$ cat src/rtl/macro_pick1_pkg.sv
// Shared constants for the pick-one arbiter family: selection policy encodings.
package macro_pick1_pkg;

  localparam int PICK1_MODE_LF = 0;
  localparam int PICK1_MODE_HF = 1;
  localparam int PICK1_MODE_RR = 2;

  typedef enum logic [1:0] {
    PICK1_LF = 2'd0,
    PICK1_HF = 2'd1,
    PICK1_RR = 2'd2
  } pick1_mode_e;

  function automatic bit pick1_high_first(input int mode);
    return (mode == PICK1_MODE_HF);
  endfunction

  function automatic bit pick1_is_rr(input int mode);
    return (mode == PICK1_MODE_RR);
  endfunction

endpackage

$ cat src/rtl/macro_pick1_arbiter_bin_pick.sv
// Combinational log-depth priority tree: returns {valid, index} of the lowest
// (or highest, when HIGH_FIRST) set request bit.
module macro_pick1_arbiter_bin_pick #(
  parameter int N          = 4,
  parameter bit HIGH_FIRST = 1'b0
) (
  input  logic [N-1:0]         i_req,
  output logic                 o_valid,
  output logic [$clog2(N)-1:0] o_idx
);

  localparam int AW = $clog2(N);
  localparam int P  = 1 << AW;

  logic [P-1:0]  w_req_pad;
  logic          w_v  [AW+1][P];
  logic [AW-1:0] w_ix [AW+1][P];

  // Padding leaves beyond N are tied off so they can never win.
  assign w_req_pad = P'(i_req);

  always_comb begin
    for (int l = 0; l <= AW; l++) begin
      for (int j = 0; j < P; j++) begin
        w_v[l][j]  = 1'b0;
        w_ix[l][j] = '0;
      end
    end
    for (int i = 0; i < P; i++) begin
      w_v[0][i]  = w_req_pad[i];
      w_ix[0][i] = AW'(i);
    end
    for (int l = 1; l <= AW; l++) begin
      for (int j = 0; j < (P >> l); j++) begin
        w_v[l][j] = w_v[l-1][2*j] | w_v[l-1][2*j+1];
        if (HIGH_FIRST)
          w_ix[l][j] = w_v[l-1][2*j+1] ? w_ix[l-1][2*j+1] : w_ix[l-1][2*j];
        else
          w_ix[l][j] = w_v[l-1][2*j] ? w_ix[l-1][2*j] : w_ix[l-1][2*j+1];
      end
    end
    o_valid = w_v[AW][0];
    o_idx   = w_ix[AW][0];
  end

endmodule

$ cat src/rtl/macro_pick1_arbiter_bin.sv
// Registered pick-one arbiter with binary grant index, flow control on qready,
// and fixed-low, fixed-high or round-robin selection.
module macro_pick1_arbiter_bin
  import macro_pick1_pkg::*;
#(
  parameter int INPUT_COUNT = 4,
  parameter int MODE        = PICK1_MODE_LF
) (
  input  logic                           clk,
  input  logic                           reset,
  input  logic [INPUT_COUNT-1:0]         dvalid,
  input  logic                           qready,
  output logic                           qvalid,
  output logic [$clog2(INPUT_COUNT)-1:0] qaddr,
  output logic [INPUT_COUNT-1:0]         dgrant
);

  localparam int AW = $clog2(INPUT_COUNT);
  localparam bit RR = pick1_is_rr(MODE);
  localparam bit HF = pick1_high_first(MODE);

  logic                   r_qvalid;
  logic [AW-1:0]          r_qaddr;
  logic [AW-1:0]          r_ptr;

  logic                   w_acc;
  logic                   w_ld;
  logic [INPUT_COUNT-1:0] w_dgrant;
  logic [INPUT_COUNT-1:0] w_cand;
  logic [INPUT_COUNT-1:0] w_mask;
  logic [INPUT_COUNT-1:0] w_hi;
  logic                   w_pri_v;
  logic [AW-1:0]          w_pri_idx;
  logic                   w_fb_v;
  logic [AW-1:0]          w_fb_idx;
  logic                   w_pick_v;
  logic [AW-1:0]          w_pick_idx;
  logic [AW-1:0]          w_ptr_nxt;

  assign w_acc = r_qvalid & qready;
  assign w_ld  = ~r_qvalid | qready;

  // The index being accepted is masked so it cannot be regranted back-to-back.
  always_comb begin
    w_dgrant = '0;
    w_mask   = '0;
    for (int i = 0; i < INPUT_COUNT; i++) begin
      w_dgrant[i] = w_acc && (r_qaddr == AW'(i));
      w_mask[i]   = RR ? (AW'(i) >= r_ptr) : 1'b1;
    end
  end

  assign w_cand = dvalid & ~w_dgrant;
  assign w_hi   = w_cand & w_mask;

  macro_pick1_arbiter_bin_pick #(
    .N          (INPUT_COUNT),
    .HIGH_FIRST (HF)
  ) u_pick_pri (
    .i_req   (w_hi),
    .o_valid (w_pri_v),
    .o_idx   (w_pri_idx)
  );

  // Round-robin wraps to the full candidate set when nothing sits at or above ptr.
  generate
    if (RR) begin : g_rr
      macro_pick1_arbiter_bin_pick #(
        .N          (INPUT_COUNT),
        .HIGH_FIRST (1'b0)
      ) u_pick_fb (
        .i_req   (w_cand),
        .o_valid (w_fb_v),
        .o_idx   (w_fb_idx)
      );
    end else begin : g_fixed
      assign w_fb_v   = 1'b0;
      assign w_fb_idx = '0;
    end
  endgenerate

  assign w_pick_v   = w_pri_v | w_fb_v;
  assign w_pick_idx = w_pri_v ? w_pri_idx : w_fb_idx;
  assign w_ptr_nxt  = (r_qaddr == AW'(INPUT_COUNT - 1)) ? '0 : r_qaddr + AW'(1);

  always_ff @(posedge clk) begin
    if (reset) begin
      r_qvalid <= 1'b0;
      r_qaddr  <= '0;
      r_ptr    <= '0;
    end else begin
      if (w_ld) begin
        r_qvalid <= w_pick_v;
        r_qaddr  <= w_pick_v ? w_pick_idx : '0;
      end
      if (RR && w_acc)
        r_ptr <= w_ptr_nxt;
    end
  end

  assign qvalid = r_qvalid;
  assign qaddr  = r_qaddr;
  assign dgrant = w_dgrant;

`ifndef SYNTHESIS
  // A requester must keep its bit up while its grant is stalled.
  a_grant_held: assert property (@(posedge clk) disable iff (reset)
    (r_qvalid && !qready) |-> dvalid[r_qaddr])
    else $error("macro_pick1_arbiter_bin: requester %0d dropped while stalled", r_qaddr);
`endif

endmodule

$ cat config.mk
export PLATFORM = sky130hd
export DESIGN_NAME = macro_pick1_arbiter_bin
export DESIGN_NICKNAME = d
export VERILOG_FILES = /design/src/rtl/macro_pick1_pkg.sv /design/src/rtl/macro_pick1_arbiter_bin_pick.sv /design/src/rtl/macro_pick1_arbiter_bin.sv
export SDC_FILE = /design/constraint.sdc
export NUM_CORES = 1
export LEC_CHECK = 0
export CORE_AREA = 4 4 41 43
export CTS_BUF_LIST = sky130_fd_sc_hd__clkbuf_4 sky130_fd_sc_hd__clkbuf_8
export DETAILED_ROUTE_END_ITERATION = 10
export DIE_AREA = 0 0 45 47
export DONT_BUFFER_PORTS = 1
export GPL_ROUTABILITY_DRIVEN = 0
export PLACE_DENSITY = 0.41
export SETUP_SLACK_MARGIN = 0.05
export SKIP_LAST_GASP = 1
export SYNTH_ARGS = -nofsm -noshare
export SYNTH_HDL_FRONTEND = slang
export SYNTH_SLANG_ARGS = --single-unit
$ cat constraint.sdc
create_clock -name clk -period 1.71 [get_ports clk]
set_clock_uncertainty 0.05 [all_clocks]
set_input_delay 0.342 -clock clk [delete_from_list [all_inputs] [get_ports clk]]
set_output_delay 0.342 -clock clk [all_outputs]
set_load 0.01 [all_outputs]
==> results of run 1 <==
kinds of logic after synthesis:
family                 share of synthesized area (%)
buffers and inverters                           1.67
DFF                                             26.7
AOI/OAI and AO/OA                               25.0
muxes                                           11.7
and+or+nand+nor                                 35.0
per-stage QoR:
| stage | cells | hold WS (ns) |
|---|---|---|
| 3_3_place_gp | 47 | 0.366 |
| 4_1_cts | 51 | 0.121 |
| 6_report | 51 | 0.124 |
| 5_1_grt | 51 | 0.126 |
| 2_1_floorplan | 30 | 0.361 |
| 3_5_place_dp | 47 | 0.365 |
critical path: stages (launching register included):
cell	delay, ns
dfxtp_1	0.43
mux2_2	0.36
o32a_1	0.30
nor2_1	0.15
o32ai_1	0.10
synthesized netlist by cell type (all sizes together):
cell type,instances,share of area (%)
a21oi,3,6.7
dfxtp,3,27
inv,1,1.7
mux2,2,12
nand2,4,6.7
nand2b,2,5.6
nand3,2,4.4
nand3b,2,6.7
nor2,5,8.3
o211ai,1,3.3
o21ai,1,2.2
o32a,2,8.9
o32ai,1,3.9
or2b,1,3.3
layer usage:
metal  global-route usage, %  vias to the layer above  routed length, um
met2                    9.04                       13                254
met5                       0                        -                  0
met4                    3.51                        0                 11
met3                    3.83                        2                109
li1                        -                      126                  -
met1                    7.26                      100                244
worst paths after layout:
path,cells after the start,slack [ns],to
worst max-delay path,4,0.21,qaddr[0]$_SDFFE_PP0P_
worst min register to register,2,0.47,qaddr[1]$_SDFFE_PP0P_
worst max register to register,4,0.21,qaddr[0]$_SDFFE_PP0P_
worst min-delay path,1,0.12,qvalid$_SDFFE_PP0P_
area by class of cell:
class,instances,area [um^2]
clock buffers,4,30.0
inverters,1,3.75
repair buffers,2,15.0
well taps,15,18.8
flip-flops and latches,3,60.1
fillers,163,1010
multi-input cells,26,161
power groups by stage:
stage | registers [W] | clock network, W | logic (W)
global route | 0.0000847 | 0.000144 | 0.0000528
CTS | 0.0000838 | 0.000142 | 0.0000477
global placement | 0.0000846 | 0 | 0.0000474
detailed placement | 0.0000848 | 0 | 0.0000474
floorplan | 0.0000863 | 0 | 0.0000331
finish | 0.0000837 | 0.000139 | 0.0000470
sequential cells by signal, indices dropped and copies added (netlist names):
| register | flops |
|---|---|
| qaddr | 2 |
| qvalid | 1 |
==> impl_metrics.csv, run 1 <==
group,metric,value,unit
outcome,outcome,"complete, no violations",
global_routing,grt_pass1_vias,223,
timing,slew_headroom,85.0,%
global_routing,gr-total-overflow,0,
cts,cts.path.max_buffers,2,
timing,timing.setup.tns,0,ns
power_and_ir_drop,p_switching,0.0000671,W
die,dieWidth,45,um
yosys,syn_area_per_cell,7.51,um^2
timing,fin_crit_sh,88.0,%
power_and_ir_drop,p_int,0.000203,W
worst_setup_path,worstSetupPathType,"flip-flop to flip-flop",
cts,cts.sinks,3,
cts,clockRootBuffer,"clkbuf_4",
worst_setup_path,critPathCaptureType,"flip-flop",
worst_setup_path,crit_arrival,1.57,ns
detailed_routing,wl_per_cell,12.2,um
yosys,ys_seq_area_share,26.7,%
timing,maxSlewViolCount,0,
power_and_ir_drop,clkPwrFrac,51.6,%
die,io_pins,14,
detailed_routing,vias,241,
detailed_routing,ant_nets,0,
cts,numCtsBuffers,3,
detailed_routing,wirelength,620,um
die,rows,13,
cts,clk_pin_slew,0.04,ns
place,portBuffers,0,
global_routing,antenna_found_initial,0,
final_layout,finalNetCount,44,
worst_setup_path,r2r-start,"qaddr[0]$_SDFFE_PP0P_",
cts,cts_setup_buffers,0,
global_routing,grt_pass1_wl,938,um
power_and_ir_drop,total_power,0.000270,W
hold_path,hp-start,"reset",
worst_setup_path,crit_required,1.77,ns
yosys,synth_fp_nets,37,
die,initial_core_util,17.3,%
detailed_routing,dr.pass1.iters,4,
final_layout,mostFrequentLayoutCell,"nor2_1",
power_and_ir_drop,cellPowerDensity,935,nW/um^2
detailed_routing,avgViaCountPerCell,4.73,
global_routing,grt_max_degree,7,
timing,fmax,665,MHz
timing,tightest_slew,0.224,ns
power_and_ir_drop,ir_drop,0.238,mV
cts,cts_hold_buf,0,
timing,rsz0062_at_grt,"false",
cts,cts-htree-levels,1,
hold_path,hold_class,"input port to flip-flop",
power_and_ir_drop,pwr-share-seq,31.0,%
yosys,syn-instance-count,30,
yosys,ys_ff_latch,3,
detailed_routing,drcViolationCount,0,
worst_setup_path,crit_fanout,6,
final_layout,diodes,0,
cts,clkLatencyLatePin,0.23,ns
worst_setup_path,startpoint_type,"flip-flop",
timing,fin_crit,1.50,ns
power_and_ir_drop,leakage,0.105,nW
timing,finalSetupViolCount,0,
power_and_ir_drop,swShare,24.8,%
detailed_routing,first_iter_violations,3,
final_layout,layout-drive-gt1-share,22.2,%
yosys,synth_area,225,um^2
die,die_h,47,um
place,post-place-ws,0.222,ns
global_routing,grt_usage,6.31,%
worst_setup_path,cp-startpoint,"qaddr[0]$_SDFFE_PP0P_",
cts,cts_tree,"yes",
yosys,ys_warn_count,0,
power_and_ir_drop,pwr-share-comb,17.4,%
timing,hold_viol,0,
place,placed_area,259,um^2
timing,setup_slack,0.206,ns
cts,cts-resized-gates,0,
die,dieArea,2120,um^2
flow_run,drv_cap,0,
final_layout,postLayoutCellArea,289,um^2
final_layout,final_util,22.2,%
final_layout,syn_to_final_growth,28.3,%
yosys,ys_types,15,
final_layout,mostFrequentLayoutCells,"nor2_1, nand2_1, clkbuf_4",
die,core_area,1300,um^2
Note: power is estimated with default switching activity, not from simulation.
==> run 2: changes to the inputs <==
--- a/config.mk
+++ b/config.mk
@@ -5,13 +5,13 @@
 export SDC_FILE = /design/constraint.sdc
 export NUM_CORES = 1
 export LEC_CHECK = 0
+export ABC_AREA = 1
 export CORE_AREA = 4 4 41 43
 export CTS_BUF_LIST = sky130_fd_sc_hd__clkbuf_4 sky130_fd_sc_hd__clkbuf_8
 export DETAILED_ROUTE_END_ITERATION = 10
 export DIE_AREA = 0 0 45 47
 export DONT_BUFFER_PORTS = 1
 export GPL_ROUTABILITY_DRIVEN = 0
-export PLACE_DENSITY = 0.41
 export SETUP_SLACK_MARGIN = 0.05
 export SKIP_LAST_GASP = 1
 export SYNTH_ARGS = -nofsm -noshare
==> run 2 against run 1 <==
  * Sequential cell count did not move
  * Design area rose by 1.3%
  * Global-route usage grew 0.78 points
  * Maximum frequency increased by 1.9%
  * Critical endpoint is now dgrant[1]
  * Largest power group unchanged
==> impl_metrics.csv, run 2 <==
group,metric,value,unit
cts,cts_tree,"yes",
worst_setup_path,crit_required,1.32,ns
yosys,synthSimpleGateAreaFrac,50.3,%
yosys,synth_most_common_cell,"nand2_1",
worst_setup_path,startpoint_type,"flip-flop",
power_and_ir_drop,p_int,0.000192,W
die,rows,13,
detailed_routing,first_iter_violations,4,
timing,tightest_slew,0.313,ns
cts,cts_setup_buffers,0,
detailed_routing,wirelength,596,um
global_routing,grt_pass1_wl,1020,um
place,hpwlAfterDp,519,um
final_layout,fill_cells,158,
power_and_ir_drop,p_switching,0.0000696,W
power_and_ir_drop,total_power,0.000262,W
yosys,ys_warn_count,0,
cts,cts-htree-levels,1,
cts,cts-resized-gates,0,
yosys,synth_area_leader_cell,"dfxtp_1",
die,initial_core_util,18.8,%
power_and_ir_drop,ir_drop,0.302,mV
detailed_routing,wl_per_cell,9.46,um
timing,whs,0.119,ns
yosys,synth_edf_count,0,
yosys,ys_ff_latch,3,
final_layout,diodes,0,
worst_setup_path,ff2ff_setup_slack,0.34,ns
timing,fin_crit,1.48,ns
worst_setup_path,r2r-end,"qaddr[0]$_SDFFE_PP0P_",
global_routing,antenna_found_initial,0,
power_and_ir_drop,swShare,26.6,%
outcome,outcome,"complete, no violations",
yosys,syn_area_per_cell,5.55,um^2
hold_path,hold_end,"qaddr[1]$_SDFFE_PP0P_",
final_layout,finalNetCount,56,
yosys,yosys-top-cells-count,"nand2_1, nor2_1, inv_1",
cts,clk_pin_slew,0.04,ns
yosys,synthAdderAreaFrac,0,%
place,portBuffers,0,
yosys,synth_area,244,um^2
hold_path,hp-start,"reset",
cts,numCtsBuffers,3,
die,die_h,47,um
timing,fin_crit_sh,86.4,%
final_layout,largest_reg_flops,2,
yosys,syn-instance-count,44,
cts,clkLatencyLatePin,0.23,ns
detailed_routing,avgViaCountPerCell,4.11,
detailed_routing,dr.pass1.iters,3,
die,core_area,1300,um^2
worst_setup_path,crit_arrival,1.08,ns
yosys,synthFlopType,"dfxtp_1",
power_and_ir_drop,clkPwrFrac,52.9,%
die,io_pins,14,
power_and_ir_drop,pwr-share-seq,32.6,%
timing,maxSlewViolCount,0,
final_layout,mostFrequentLayoutCells,"nand2_1, nor2_1, inv_1",
detailed_routing,ant_nets,0,
power_and_ir_drop,cellPowerDensity,894,nW/um^2
detailed_routing,vias,259,
timing,fmax,677,MHz
worst_setup_path,critPathCaptureType,"primary output",
cts,cts_hold_buf,0,
yosys,ys_types,12,
global_routing,grt_pass1_vias,249,
final_layout,mostFrequentLayoutCell,"nand2_1",
timing,hold_viol,0,
timing,rsz0062_at_grt,"false",
yosys,synthMuxAreaShare,0,%
cts,cts.sinks,3,
yosys,synth_compound_area_share,11.3,%
power_and_ir_drop,leakage,0.144,nW
yosys,ys_seq_area_share,24.6,%
timing,timing.setup.tns,0,ns
hold_path,hold_depth,1,
yosys,synth_top_family_by_area,"simple AND/OR/NAND/NOR gates",
cts,clockRootBuffer,"clkbuf_4",
timing,finalSetupViolCount,0,
global_routing,grt_usage,7.10,%
yosys,synth_area_leaders,"dfxtp_1, nand2_1, nor2_1",
cts,cts.path.max_buffers,2,
yosys,synthArstFlopShare,0,%
worst_setup_path,worstSetupPathType,"flip-flop to primary output",
yosys,synth_fp_nets,51,
worst_setup_path,r2r-start,"qvalid$_SDFFE_PP0P_",
power_and_ir_drop,pwr-share-comb,14.5,%
global_routing,grt_max_degree,8,
detailed_routing,drcViolationCount,0,
yosys,synth-xor-area-share,0,%
final_layout,layout-drive-gt1-share,29.2,%
final_layout,syn_to_final_growth,20.0,%
flow_run,drv_cap,0,
yosys,synth.top_cell.area_share,24.6,%
global_routing,gr-total-overflow,0,
hold_path,hold_class,"input port to flip-flop",
die,dieWidth,45,um
timing,slew_headroom,79.1,%
die,dieArea,2120,um^2
worst_setup_path,crit_fanout,5,
worst_setup_path,reg2reg_depth,7,
run 2: cell types whose count changed in the layout (fill, tap and decap cells not counted), moves of 3 or more:
cell,change
nor2_2,+3
nand2_1,+7
inv_1,+5
inv_2,+3
nor2_1,+4
nand2_2,+3
run 2: worst max-delay path: stages (launching register included):
cell	delay (ns)
dfxtp_1	0.44
nand2_2	0.14
nor2_1	0.27
run 2: worst max-delay path by stage:
| stage | end | depth (start not counted) | slack, ns | from |
|---|---|---|---|---|
| 2_1_floorplan | qaddr[0]$_SDFFE_PP0P_ | 7 | 0.47 | qvalid$_SDFFE_PP0P_ |
| 3_3_place_gp | qaddr[0]$_SDFFE_PP0P_ | 7 | 0.34 | qvalid$_SDFFE_PP0P_ |
| 3_5_place_dp | qaddr[0]$_SDFFE_PP0P_ | 7 | 0.33 | qvalid$_SDFFE_PP0P_ |
| 4_1_cts | dgrant[1] | 2 | 0.20 | qvalid$_SDFFE_PP0P_ |
| 5_1_grt | dgrant[1] | 2 | 0.13 | qvalid$_SDFFE_PP0P_ |
| 6_report | dgrant[1] | 2 | 0.23 | qvalid$_SDFFE_PP0P_ |
run 2: layout make-up:
type	instances	area [um^2]	share of cell area, %
Sequential cell	3	60.1	20.5
Inverter	9	33.8	11.5
Tap cell	15	18.8	6.41
Multi-Input combinational cell	32	150	51.3
Clock buffer	4	30.0	10.3
run 2: power groups by stage:
stage	clock network (W)	logic, W	registers [W]
final	0.000138	0.0000380	0.0000853
after global routing	0.000153	0.0000456	0.0000868
after CTS	0.000146	0.0000389	0.0000857
after detailed placement	0	0.0000388	0.0000868
after global placement	0	0.0000382	0.0000868
after floorplan	0	0.0000334	0.0000846
run 2: logic make-up (layout without fill, tap and decap cells):
| logic type | Yosys count | after routing |
|---|---|---|
| buf+inv | 9 | 13 |
| flops | 3 | 3 |
| compound gates | 4 | 4 |
| simple gates | 28 | 28 |
run 2: layer usage:
layer / wire, um / track usage (%) / share of wire (%)
met1: 212 / 6.33 / 36
met2: 315 / 11.0 / 53
met3: 68 / 5.36 / 11
met4: 0 / 5.26 / 0
met5: 0 / 0 / 0
run 2: metrics by stage:
step | instance area [um^2] | setup slack, ns | instances | utilization (%)
after floorplan | 244 | 0.468 | 44 | -
after CTS | 293 | 0.203 | 63 | 22.5
final | 293 | 0.233 | 63 | 22.5
after global placement | 263 | 0.340 | 59 | 20.2
after detailed placement | 263 | 0.327 | 59 | 20.2
after global routing | 293 | 0.133 | 63 | 22.5
==> run 3: changes to the inputs <==
--- a/config.mk
+++ b/config.mk
@@ -12,7 +12,7 @@
 export DIE_AREA = 0 0 45 47
 export DONT_BUFFER_PORTS = 1
 export GPL_ROUTABILITY_DRIVEN = 0
-export SETUP_SLACK_MARGIN = 0.05
+export SETUP_SLACK_MARGIN = 0.5
 export SKIP_LAST_GASP = 1
 export SYNTH_ARGS = -nofsm -noshare
 export SYNTH_HDL_FRONTEND = slang
==> run 3 against run 2 <==
  * Critical path depth is 2 higher
  * Sequential cell count stayed put
  * First-iteration DRC count is 25% higher
  * Sequential share of layout area is 0.99 points lower
  * Global-route usage is 0.39 points higher
  * Final cell count is 1.6% higher
  * Total power is 6.5% higher
  * Non-clock buffer count is 1 higher
  * Design area is 25% higher
  * Clock-buffer cell count stayed put
  * Sequential power is 3.0% higher
  * Combinational power is 39% higher
  * Critical path type unchanged
  * Critical endpoint is now dgrant[0]
==> impl_metrics.csv, run 3 (same netlist as run 2, synthesis figures left out) <==
group,metric,value,unit
power_and_ir_drop,pwr-share-comb,18.9,%
worst_setup_path,critPathCaptureType,"primary output",
final_layout,mostFrequentLayoutCell,"nand2_1",
cts,clkLatencyLatePin,0.23,ns
power_and_ir_drop,clkPwrFrac,49.6,%
cts,cts.path.max_buffers,2,
worst_setup_path,crit_required,1.32,ns
global_routing,grt_max_degree,8,
power_and_ir_drop,p_switching,0.0000807,W
global_routing,use_met2,12.1,%
detailed_routing,ant_nets,0,
hold_path,hold_end,"qaddr[1]$_SDFFE_PP0P_",
cts,clockRootBuffer,"clkbuf_4",
final_layout,largest_reg_flops,2,
detailed_routing,avgViaCountPerCell,4.02,
final_layout,fill_cells,160,
timing,finalSetupViolCount,0,
timing,rsz0062_at_grt,"true",
timing,maxSlewViolCount,0,
timing,slew_headroom,90.5,%
place,portBuffers,0,
hold_path,hold_depth,1,
worst_setup_path,crit_buf_inv,2,
worst_setup_path,reg2reg_depth,7,
global_routing,busiest_layer,"met2",
place,post-place-ws,0.384,ns
worst_setup_path,cp_slowest_cell,"dfxtp_4",
worst_setup_path,ff2ff_setup_slack,0.48,ns
die,dieWidth,45,um
detailed_routing,drcViolationCount,0,
outcome,outcome,"complete, no violations",
detailed_routing,wirelength,679,um
worst_setup_path,path_delay_family,"flip-flops",
final_layout,layout-drive-gt1-share,46.9,%
worst_setup_path,path_cells,"nand2_8, inv_4, nand2_4, inv_4",
power_and_ir_drop,leakage,0.159,nW
timing,setup_slack,0.413,ns
worst_setup_path,r2r-start,"qvalid$_SDFFE_PP0P_",
final_layout,finalNetCount,57,
die,core_area,1300,um^2
detailed_routing,first_iter_violations,5,
cts,clk_pin_slew,0.03,ns
worst_setup_path,cpPeakStageDelay,0.40,ns
place,hpwlAfterDp,544,um
power_and_ir_drop,cellPowerDensity,763,nW/um^2
timing,hold_viol,0,
detailed_routing,wl_per_cell,10.6,um
worst_setup_path,cpMostUsedCell,"inv_4",
final_layout,mostFrequentLayoutCells,"nand2_1, nor2_1, inv_1, clkbuf_4",
worst_setup_path,startpoint_type,"flip-flop",
cts,cts_tree,"yes",
global_routing,grt_util_met1,5.87,%
flow_run,drv_cap,0,
cts,cts_hold_buf,0,
die,die_h,47,um
timing,fin_crit_sh,75.9,%
power_and_ir_drop,pwr-share-seq,31.5,%
timing,timing.setup.tns,0,ns
die,rows,13,
hold_path,hold_class,"input port to flip-flop",
global_routing,use_met3,3.07,%
power_and_ir_drop,ir_drop,0.242,mV
final_layout,diodes,0,
cts,cts.sinks,3,
global_routing,antenna_found_initial,0,
hold_path,hp-start,"reset",
timing,fmax,771,MHz
global_routing,grt_pass1_wl,1000,um
final_layout,postLayoutCellArea,365,um^2
power_and_ir_drop,swShare,28.9,%
cts,numCtsBuffers,3,
worst_setup_path,r2r-end,"qaddr[1]$_SDFFE_PP0P_",
worst_setup_path,worstSetupPathType,"flip-flop to primary output",
cts,cts-htree-levels,1,
detailed_routing,vias,257,
die,io_pins,14,
die,dieArea,2120,um^2
global_routing,grt_usage,7.49,%
die,initial_core_util,18.8,%
detailed_routing,dr.pass1.iters,2,
timing,tightest_slew,0.142,ns
power_and_ir_drop,p_int,0.000198,W
final_layout,syn_to_final_growth,49.7,%
worst_setup_path,crit_arrival,0.91,ns
place,placed_area,265,um^2
worst_setup_path,crit_fanout,5,
timing,fin_crit,1.30,ns
global_routing,gr-total-overflow,0,
global_routing,grt_pass1_vias,241,
run 3: power groups by stage:
stage          sequential (W)  clock, W  combinational [W]
2_1_floorplan       0.0000853         0          0.0000334
3_3_place_gp        0.0000870         0          0.0000384
3_5_place_dp        0.0000873         0          0.0000389
4_1_cts             0.0000859  0.000146          0.0000440
5_1_grt             0.0000896  0.000152          0.0000591
6_report            0.0000879  0.000138          0.0000527
run 3: what timing repair did:
item,4_1_cts,5_1_grt
pin swaps,1,6
gates resized for setup,7,12
setup endpoints to repair,7,7
buffers inserted,1,0
run 3: worst max path at each step:
stage | endpoint | startpoint | slack (ns) | depth (start not counted)
floorplan | qaddr[0]$_SDFFE_PP0P_ | qaddr[1]$_SDFFE_PP0P_ | 0.54 | 7
global placement | qaddr[0]$_SDFFE_PP0P_ | qaddr[1]$_SDFFE_PP0P_ | 0.40 | 7
detailed placement | qaddr[0]$_SDFFE_PP0P_ | qaddr[1]$_SDFFE_PP0P_ | 0.38 | 7
CTS | dgrant[0] | qvalid$_SDFFE_PP0P_ | 0.40 | 4
global route | dgrant[0] | qvalid$_SDFFE_PP0P_ | 0.35 | 4
finish | dgrant[0] | qvalid$_SDFFE_PP0P_ | 0.41 | 4
run 3: area by class of cell:
| class | count | area (um^2) | area share, % |
|---|---|---|---|
| Timing Repair Buffer | 1 | 7.51 | 2.05 |
| Multi-Input combinational cell | 32 | 196 | 53.8 |
| Sequential cell | 3 | 71.3 | 19.5 |
| Tap cell | 15 | 18.8 | 5.14 |
| Clock buffer | 4 | 30.0 | 8.22 |
| Inverter | 9 | 41.3 | 11.3 |
run 3: layer usage:
metal,vias to the layer above,wire [um]
met1,111,241
met5,-,0
met3,0,36
met2,5,401
li1,141,-
met4,0,0
run 3: metrics by stage:
stage,hold WS (ns),total power (W),instances,utilization (%)
CTS,0.106,0.000276,64,24.7
global placement,0.357,0.000125,59,20.4
finish,0.113,0.000279,64,28.1
detailed placement,0.359,0.000126,59,20.4
floorplan,0.354,0.000119,44,-
global route,0.101,0.000301,64,28.1
